--- config.mk ---
export PLATFORM = sky130hd
export DESIGN_NAME = div
export DESIGN_NICKNAME = d
export VERILOG_FILES = /design/src/rtl/div_pkg.sv /design/src/rtl/div_step.sv /design/src/rtl/div.sv
export SDC_FILE = /design/constraint.sdc
export NUM_CORES = 1
export LEC_CHECK = 0
export ABC_AREA = 1
export CORE_MARGIN = 1
export CORE_UTILIZATION = 45
export CTS_CLUSTER_SIZE = 30
export DETAILED_ROUTE_END_ITERATION = 10
export DONT_BUFFER_PORTS = 1
export PLACE_DENSITY = 0.7
export SYNTH_ARGS = -nofsm -noshare
export SYNTH_HDL_FRONTEND = slang
export SYNTH_SLANG_ARGS = --single-unit
export TNS_END_PERCENT = 1
--- constraint.sdc ---
create_clock -name clk -period 11.6 [get_ports clk]
set_clock_uncertainty 0.1 [all_clocks]
set_input_delay 2.9 -clock clk [delete_from_list [all_inputs] [get_ports clk]]
set_output_delay 2.9 -clock clk [all_outputs]
set_load 0.05 [all_outputs]
--- src/rtl/div_pkg.sv ---
// Shared constants and helpers for the multi-cycle integer divider.
// Holds the 2-bit state codes, the ready/start flag encodings and small
// two's-complement helpers used by the divider datapath.
package div_pkg;

  localparam int WIDTH = 32;

  // Divider state codes (shared with execute/decode).
  typedef enum logic [1:0] {
    DIV_FREE    = 2'b00,
    DIV_BY_ZERO = 2'b01,
    DIV_ON      = 2'b10,
    DIV_END     = 2'b11
  } div_state_e;

  localparam logic DIV_RESULT_READY     = 1'b1;
  localparam logic DIV_RESULT_NOT_READY = 1'b0;
  localparam logic DIV_START            = 1'b1;
  localparam logic DIV_STOP             = 1'b0;

  // Two's-complement negation when neg is set, identity otherwise.
  function automatic logic [WIDTH-1:0] cond_negate(input logic neg,
                                                   input logic [WIDTH-1:0] v);
    return neg ? (~v + {{(WIDTH-1){1'b0}}, 1'b1}) : v;
  endfunction

  // Magnitude of an operand: only negative values in signed mode change.
  function automatic logic [WIDTH-1:0] magnitude(input logic is_signed,
                                                 input logic [WIDTH-1:0] v);
    return cond_negate(is_signed & v[WIDTH-1], v);
  endfunction

endpackage

--- src/rtl/div_step.sv ---
// One radix-2 restoring-division step (purely combinational).
// Ports:
//   partial_i  [WIDTH:0]   {partial remainder, next dividend bit}
//   divisor_i  [WIDTH-1:0] divisor magnitude
//   rem_o      [WIDTH-1:0] new partial remainder
//   q_bit_o                quotient bit produced by this step
module div_step #(
  parameter int WIDTH = 32
) (
  input  logic [WIDTH:0]   partial_i,
  input  logic [WIDTH-1:0] divisor_i,
  output logic [WIDTH-1:0] rem_o,
  output logic             q_bit_o
);

  logic [WIDTH:0] diff;

  // The shifted partial remainder is always below twice the divisor, so a
  // WIDTH+1-bit difference is non-negative exactly when its top bit is clear.
  assign diff    = partial_i - {1'b0, divisor_i};
  assign q_bit_o = ~diff[WIDTH];
  // When the subtract fails the partial value is below the divisor, so its
  // top bit is zero and dropping it loses nothing.
  assign rem_o   = q_bit_o ? diff[WIDTH-1:0] : partial_i[WIDTH-1:0];

endmodule

--- src/rtl/div.sv ---
// Multi-cycle integer divider, one quotient bit per clock.
// Ports:
//   clk, rst        rising-edge clock, asynchronous active-high reset
//   signed_div_i    1 = signed (DIV), 0 = unsigned (DIVU)
//   opdata1_i       dividend, sampled when a request is accepted
//   opdata2_i       divisor, sampled when a request is accepted
//   start_i         request, held high until ready_o is seen
//   annul_i         abort current/pending operation (flush)
//   result_o        {remainder, quotient}, registered
//   ready_o         result valid, registered
module div
  import div_pkg::*;
#(
  parameter int WIDTH = div_pkg::WIDTH
) (
  input  logic                 clk,
  input  logic                 rst,
  input  logic                 signed_div_i,
  input  logic [WIDTH-1:0]     opdata1_i,
  input  logic [WIDTH-1:0]     opdata2_i,
  input  logic                 start_i,
  input  logic                 annul_i,
  output logic [2*WIDTH-1:0]   result_o,
  output logic                 ready_o
);

  localparam int CNT_W = $clog2(WIDTH) + 1;

  div_state_e         state_q, state_d;
  logic [CNT_W-1:0]   cnt_q, cnt_d;
  logic [WIDTH-1:0]   dividend_q, dividend_d;  // shifts out dividend, shifts in quotient
  logic [WIDTH-1:0]   rem_q, rem_d;
  logic [WIDTH-1:0]   divisor_q, divisor_d;
  logic               neg_quot_q, neg_quot_d;
  logic               neg_rem_q, neg_rem_d;
  logic [2*WIDTH-1:0] result_q, result_d;
  logic               ready_q, ready_d;

  logic [WIDTH-1:0]   step_rem;
  logic               step_q_bit;

  div_step #(.WIDTH(WIDTH)) u_step (
    .partial_i (({rem_q, dividend_q[WIDTH-1]})),
    .divisor_i (divisor_q),
    .rem_o     (step_rem),
    .q_bit_o   (step_q_bit)
  );

  // NOTE: every signal written here gets a default first, so no path through
  // the case leaves one unassigned and no latch is inferred.
  always_comb begin
    state_d    = state_q;
    cnt_d      = cnt_q;
    dividend_d = dividend_q;
    rem_d      = rem_q;
    divisor_d  = divisor_q;
    neg_quot_d = neg_quot_q;
    neg_rem_d  = neg_rem_q;
    result_d   = result_q;
    ready_d    = ready_q;

    case (state_q)
      DIV_FREE: begin
        result_d = '0;
        ready_d  = DIV_RESULT_NOT_READY;
        if (start_i == DIV_START && !annul_i) begin
          if (opdata2_i == '0) begin
            state_d = DIV_BY_ZERO;
          end else begin
            state_d    = DIV_ON;
            dividend_d = magnitude(signed_div_i, opdata1_i);
            divisor_d  = magnitude(signed_div_i, opdata2_i);
            neg_quot_d = signed_div_i & (opdata1_i[WIDTH-1] ^ opdata2_i[WIDTH-1]);
            neg_rem_d  = signed_div_i & opdata1_i[WIDTH-1];
            rem_d      = '0;
            cnt_d      = '0;
          end
        end
      end

      DIV_BY_ZERO: begin
        result_d = '0;
        if (annul_i) begin
          state_d = DIV_FREE;
          ready_d = DIV_RESULT_NOT_READY;
        end else begin
          state_d = DIV_END;
          ready_d = DIV_RESULT_READY;
        end
      end

      DIV_ON: begin
        if (annul_i) begin
          state_d  = DIV_FREE;
          result_d = '0;
          ready_d  = DIV_RESULT_NOT_READY;
        end else if (cnt_q != CNT_W'(WIDTH)) begin
          rem_d      = step_rem;
          dividend_d = {dividend_q[WIDTH-2:0], step_q_bit};
          cnt_d      = cnt_q + CNT_W'(1);
        end else begin
          // Quotient sign follows the operand signs; remainder follows the dividend.
          result_d = {cond_negate(neg_rem_q, rem_q), cond_negate(neg_quot_q, dividend_q)};
          ready_d  = DIV_RESULT_READY;
          state_d  = DIV_END;
        end
      end

      DIV_END: begin
        if (start_i == DIV_STOP || annul_i) begin
          state_d  = DIV_FREE;
          result_d = '0;
          ready_d  = DIV_RESULT_NOT_READY;
        end
      end

      default: begin
        state_d  = DIV_FREE;
        result_d = '0;
        ready_d  = DIV_RESULT_NOT_READY;
      end
    endcase
  end

  // NOTE: state is updated with non-blocking assignments so every register
  // samples the pre-edge values; datapath registers are reset too so a
  // flushed or reset divider never exposes stale operands.
  always_ff @(posedge clk or posedge rst) begin
    if (rst) begin
      state_q    <= DIV_FREE;
      cnt_q      <= '0;
      dividend_q <= '0;
      rem_q      <= '0;
      divisor_q  <= '0;
      neg_quot_q <= 1'b0;
      neg_rem_q  <= 1'b0;
      result_q   <= '0;
      ready_q    <= DIV_RESULT_NOT_READY;
    end else begin
      state_q    <= state_d;
      cnt_q      <= cnt_d;
      dividend_q <= dividend_d;
      rem_q      <= rem_d;
      divisor_q  <= divisor_d;
      neg_quot_q <= neg_quot_d;
      neg_rem_q  <= neg_rem_d;
      result_q   <= result_d;
      ready_q    <= ready_d;
    end
  end

  assign result_o = result_q;
  assign ready_o  = ready_q;

endmodule

==> results.py, run 1 <==
metrics = {
    "floorplanning": {
        "core-area_mm2": 0.0289,
        "die_h_um": 174,
        "die_x_um": 174,
        "dieArea_mm2": 0.0302,
        "rows": 62,
        "io_pins": 134,
        "start_util_pct": 46.0,
    },
    "route": {
        "ant_nets": 0,
        "vias": 13000,
        "drtPass1Iterations": 5,
        "routed_wl_mm": 38.6,
        "drtIter0Drc": 1198,
        "routed_via_density": 5.41,
        "drcViolationCount": 0,
        "post_drt_wl_per_cell_um": 16.1,
    },
    "clocking": {
        "htreeDepth": 4,
        "cts_tree": "yes",
        "insertion_delay_ns": 0.44,
        "clock_sinks": 171,
        "post_cts_buffers": 0,
        "clock-root-buffer": "clkbuf_16",
        "clk_path_buf_depth": 2,
        "cts_resized": 0,
        "cts_hold_buf": 0,
        "cts-buffers-inserted": 17,
        "clk_pin_slew_ns": 0.08,
    },
    "finish": {
        "num-fill-cells": 2966,
        "drive_gt1_share_pct": 5.66,
        "layout.nets": 2111,
        "area_growth_pct": 5.76,
        "final_core_utilization_pct": 48.6,
        "final_common_cell": "nand2_1",
        "antenna_cells": 0,
        "seqCellArea_mm2": 0.00428,
        "final_cell_mix": "nand2_1 (704), inv_1 (292), dfrtp_1 (171), nand3_1 (168), nor2_1 (134)",
        "multi_input_area_mm2": 0.00750,
    },
    "pwr": {
        "peakVddDrop_uv": 117,
        "power.density_mw_per_mm2": 216,
        "finalPower_uw": 3030,
        "p_leak_uw": 0.00750,
    },
    "placement": {
        "numPortBuffers": 0,
        "dpl.hpwl_mm": 29.6,
        "gp_congestion": 0.960,
        "post-place-ws_ns": 6.21,
    },
    "sta": {
        "slew_violations": 0,
        "tns_ns": 0,
        "rsz0062_at_grt": "no",
        "fin_hold_ws_ns": 0.382,
        "max_freq_mhz": 199,
        "worst_pin_slew_ns": 1.10,
        "post-route-min-period_ns": 5.01,
        "setup_ws_ns": 6.59,
        "max-slew-margin-rel_pct": 26.5,
        "finalCritPeriodShare_pct": 43.2,
        "hold_violations": 0,
        "setup_viol": 0,
    },
    "critical_path": {
        "r2r_start": "rem_q[18]",
        "cpPeakStageDelay_ns": 0.95,
        "worstSetupPathType": "in2reg",
        "r2r_setup_slack_ns": 7.49,
        "path_buf_inv": 1,
        "worstPathRequired_ns": 11.85,
        "cp_max_fo": 55,
        "critical-path-top-delay-family": "simple AND/OR/NAND/NOR gates",
        "start_kind": "input pin",
        "slowest_stage": "nor2_2",
        "path_cells": "inv_1 -> ha_1 -> nand3_2 -> nor2_4 -> nand2_4 -> nor2_4 -> nand4_4 -> nand2_4 -> nor2_2 -> nand2_1 -> o211ai_1",
        "arrival_ns": 5.26,
        "r2r_cells": 13,
        "crit_path_end_kind": "register",
        "reg2reg_to": "rem_q[21]",
    },
    "global_route": {
        "track_usage_pct": 26.0,
        "antenna_found_initial": 0,
        "grt_max_degree": 103,
        "grt_overflow": 0,
        "grt_pass1_wl_mm": 62.8,
        "first_global_vias": 12000,
    },
    "run": {
        "maxCapViolCount": 0,
    },
    "hold_path": {
        "whs_path_depth": 2,
        "hp-start": "divisor_q[26]",
        "holdPathEnd": "divisor_q[26]",
        "hold_class": "reg2reg",
    },
    "logic_synthesis": {
        "ys_seq_area_share_pct": 32.3,
        "synth_cell_types": 48,
        "netlist_area_mm2": 0.0133,
        "ys_warn_count": 0,
        "synthCells": 2038,
        "avgSynthCellArea_um2": 6.51,
        "ys_ff_latch": 171,
        "syn-num-nets": 2149,
    },
    "run_status": {
        "status": "finished, final reports clean",
    },
}
==> final cells by class <==
class | count | area share (%)
Multi-Input combinational cell | 1498 | 53.5
Sequential cell | 171 | 30.5
Inverter | 307 | 8.25
Tap cell | 384 | 3.43
Clock buffer | 17 | 3.03
Clock inverter | 15 | 1.03
Timing Repair Buffer | 5 | 0.268
==> cells in the mapped netlist (all sizes together) <==
cell type,count,area (um2)
clkinv,1,3.75
xnor2,17,149
nor3,32,170
dfrtp,171,4280
nor2b,1,6.26
nand2,714,2710
nand4,22,153
ha,41,513
a31oi,1,6.26
o21bai,6,45.0
o31ai,13,97.6
clkbuf,21,78.8
or2,3,18.8
a32o,3,30.0
fa,1,20.0
nor4,6,43.8
a21o,1,7.51
nor2,144,581
o211ai,17,128
a21boi,1,11.3
xor2,51,447
nand3b,5,37.5
a21oi,65,333
a22oi,3,22.5
and3,1,6.26
and2,3,18.8
nand3,200,1160
o21ai,137,689
o41ai,2,17.5
a22o,7,61.3
o22ai,1,6.26
buf,41,258
inv,306,1150
==> layer usage <==
metal	vias to the layer above	track usage, %	part of all wire, %
li1	6402	-	-
met1	6036	37.5	48
met2	483	39.3	43
met3	42	5.20	7.7
met4	0	6.98	1.7
met5	-	0	0
==> sequential cells by signal, summed over array words and instances (netlist names) <==
| name | cells |
|---|---|
| neg_quot_q | 1 |
| result_o | 64 |
| state_q | 2 |
| cnt_q | 6 |
| dividend_q | 32 |
| ready_o | 1 |
| neg_rem_q | 1 |
| divisor_q | 32 |
| rem_q | 32 |
==> power breakdown <==
part           total [uW]  internal [uW]  switching, uW  leakage (uW)
sequential           1090            762            328       0.00227
clock                 565            286            279      0.000285
combinational        1370            412            960       0.00495
==> cells by family (layout without fill, tap and decap cells) <==
kind of cell	Yosys count	in the layout	share of synthesized area [%]
AND/OR/NAND/NOR	1131	1131	37.0
buffers and inverters	369	344	11.2
AO/OA/AOI/OAI	257	257	11.0
flip-flops	171	171	32.3
XOR/XNOR	68	68	4.49
adder cells (fa/ha/maj)	42	42	4.02
==> through the flow <==
stage / instances / instance area, um2
after global routing: 2397 / 14000
after global placement: 2365 / 13500
final: 2397 / 14000
after floorplan: 2038 / 13300
after detailed placement: 2365 / 13500
after CTS: 2397 / 14000
==> worst reg2reg max path: cells and delay by family, from the launching register on <==
kind	cells	cell delay, ns
flip-flops	1	0.51
adder cells (fa/ha/maj)	1	0.45
AND/OR/NAND/NOR	10	2.67
AO/OA/AOI/OAI	1	0.21
buffers and inverters	1	0.05
==> worst max path at each step <==
stage | from | end | slack [ns] | cells after the start
after floorplan | rst | cnt_q[0] | 3.97 | 1
final | opdata2_i[0] | dividend_q[8] | 6.59 | 11
after global routing | opdata2_i[0] | dividend_q[24] | 6.40 | 11
after CTS | opdata2_i[0] | dividend_q[8] | 6.62 | 11
after detailed placement | opdata2_i[0] | dividend_q[8] | 6.21 | 11
after global placement | opdata2_i[0] | dividend_q[0] | 6.29 | 11
No activity file was read; power rests on OpenSTA's default activity.
==> run 2, diff against run 1 <==
==> constraint.sdc (replaced) <==
create_clock -name clk -period 5.15 [get_ports clk]
set_clock_uncertainty 0.1 [all_clocks]
set_input_delay 1.2875 -clock clk [delete_from_list [all_inputs] [get_ports clk]]
set_output_delay 1.2875 -clock clk [all_outputs]
set_load 0.05 [all_outputs]
==> run 2 against run 1 <==
Setup slack worse by 5.0 ns. Critical path type is now reg2reg. Wire length is 0.24% higher. Worst hold slack better by 0.0042 ns. First-iteration DRC count is 5.9% higher. Critical path depth is 1 lower. Cell area is 0.44% higher. Register-to-register slack worse by 5.9 ns. Critical endpoint is now dividend_q[26]. Sequential cell count stayed put.
==> results.py, run 2 (synthesis gave the netlist of run 1 again) <==
metrics = {
    "run_status": {
        "status": "finished, final reports clean",
    },
    "clocking": {
        "insertion_delay_ns": 0.45,
        "clock-root-buffer": "clkbuf_16",
        "cts-buffers-inserted": 17,
        "post_cts_buffers": 0,
        "clock_sinks": 171,
        "clk_path_buf_depth": 2,
        "clk_pin_slew_ns": 0.08,
        "htreeDepth": 4,
        "cts_tree": "yes",
        "cts_hold_buf": 0,
        "cts_resized": 0,
    },
    "route": {
        "vias": 12900,
        "ant_nets": 0,
        "routed_wl_mm": 38.7,
        "post_drt_wl_per_cell_um": 16.1,
        "drtIter0Drc": 1269,
        "drcViolationCount": 0,
        "drtPass1Iterations": 6,
        "routed_via_density": 5.36,
    },
    "floorplanning": {
        "core-area_mm2": 0.0289,
        "start_util_pct": 46.0,
        "io_pins": 134,
        "rows": 62,
        "die_x_um": 174,
        "die_h_um": 174,
        "dieArea_mm2": 0.0302,
    },
    "sta": {
        "worst_pin_slew_ns": 0.980,
        "rsz0062_at_grt": "no",
        "slew_violations": 0,
        "finalCritPeriodShare_pct": 69.3,
        "max_freq_mhz": 280,
        "hold_violations": 0,
        "post-route-min-period_ns": 3.57,
        "max-slew-margin-rel_pct": 34.7,
        "setup_viol": 0,
        "tns_ns": 0,
    },
    "hold_path": {
        "whs_path_depth": 2,
        "holdPathEnd": "divisor_q[7]",
        "hp-start": "divisor_q[7]",
        "hold_class": "reg2reg",
    },
    "pwr": {
        "power.density_mw_per_mm2": 487,
        "p_leak_uw": 0.00752,
        "peakVddDrop_uv": 347,
    },
    "critical_path": {
        "critical-path-top-delay-family": "simple AND/OR/NAND/NOR gates",
        "cp_max_fo": 55,
        "arrival_ns": 3.85,
        "cpPeakStageDelay_ns": 0.91,
        "r2r_start": "state_q[0]",
        "crit_path_end_kind": "register",
        "r2r_cells": 10,
        "path_cells": "inv_1 -> ha_1 -> inv_2 -> nor2_2 -> o21ai_2 -> a21boi_2 -> nand2_4 -> nor2_2 -> nand3_1 -> nand3_1",
        "path_buf_inv": 2,
        "reg2reg_to": "dividend_q[26]",
        "r2r_setup_slack_ns": 1.58,
        "worstSetupPathType": "reg2reg",
        "slowest_stage": "nor2_2",
        "worstPathRequired_ns": 5.43,
        "start_kind": "register",
    },
    "global_route": {
        "first_global_vias": 12100,
        "grt_pass1_wl_mm": 62.6,
        "track_usage_pct": 25.9,
        "grt_overflow": 0,
        "antenna_found_initial": 1,
        "grt_max_degree": 172,
    },
    "finish": {
        "layout.nets": 2115,
        "final_cell_mix": "nand2_1 (704), inv_1 (292), dfrtp_1 (171), nand3_1 (168), nor2_1 (134)",
        "area_growth_pct": 6.22,
        "drive_gt1_share_pct": 5.85,
        "final_cells": 2401,
        "final_common_cell": "nand2_1",
        "antenna_cells": 0,
        "largest_reg_flops": 64,
    },
    "placement": {
        "placed_cells": 2369,
        "gp_congestion": 0.965,
        "dpl.hpwl_mm": 29.6,
        "numPortBuffers": 0,
    },
    "run": {
        "maxCapViolCount": 0,
    },
}
run 2: cell count changes in the layout (fill, tap and decap cells not counted):
cell and change:
inv_8 -1, inv_6 -1, clkinvlp_4 +5, clkinv_2 -2
buf_4 +3, clkinv_8 +2, clkbuf_8 +1, buf_12 +1
clkinv_4 -4
run 2: worst min-delay path, cell delays in order, from the launching register on:
cell and delay (ns):
dfrtp_1 0.35, nand2_1 0.05, o21ai_0 0.05
run 2: how the worst max path moves through the flow:
stage	start	to	cells past startpoint
final	state_q[0]	dividend_q[26]	10
after global routing	state_q[0]	dividend_q[27]	10
after CTS	state_q[0]	dividend_q[28]	10
after detailed placement	opdata2_i[0]	dividend_q[28]	11
after global placement	opdata2_i[0]	dividend_q[31]	11
after floorplan	rst	cnt_q[0]	1
run 2: report_power, final:
part	switching [uW]	internal, uW	total [uW]	leakage, uW
Combinational	2190	933	3120	0.00497
Sequential	709	1720	2430	0.00227
Clock	654	661	1310	0.000276
run 2: metrics by stage:
step / cell area, um2 / power, uW / hold slack [ns] / worst slack, ns / util [%]
after floorplan: 13300 / 4750 / 0.349 / 1.58 / -
after global placement: 13500 / 5480 / 0.367 / 1.43 / 46.8
after detailed placement: 13500 / 5540 / 0.370 / 1.39 / 46.8
after CTS: 14100 / 6860 / 0.389 / 1.58 / 48.8
after global routing: 14100 / 7400 / 0.414 / 1.25 / 48.8
final: 14100 / 6870 / 0.387 / 1.58 / 48.8
run 2: metal layers:
layer  vias to the layer above  track usage [%]  routed length [um]
li1                       6405                -                   -
met1                      5964             36.4               18000
met2                       447             39.2               16700
met3                        53             6.29                3220
met4                         0             7.75                 739
met5                         -                0                   0
run 2: area by class of cell:
type	instances	area, um2
timing repair buffer	9	80.1
tap	384	480
sequential	171	4280
multi-input combinational	1498	7500
clock inverter	14	150
clock buffer	18	439
fill	2965	14800
inverter	307	1160
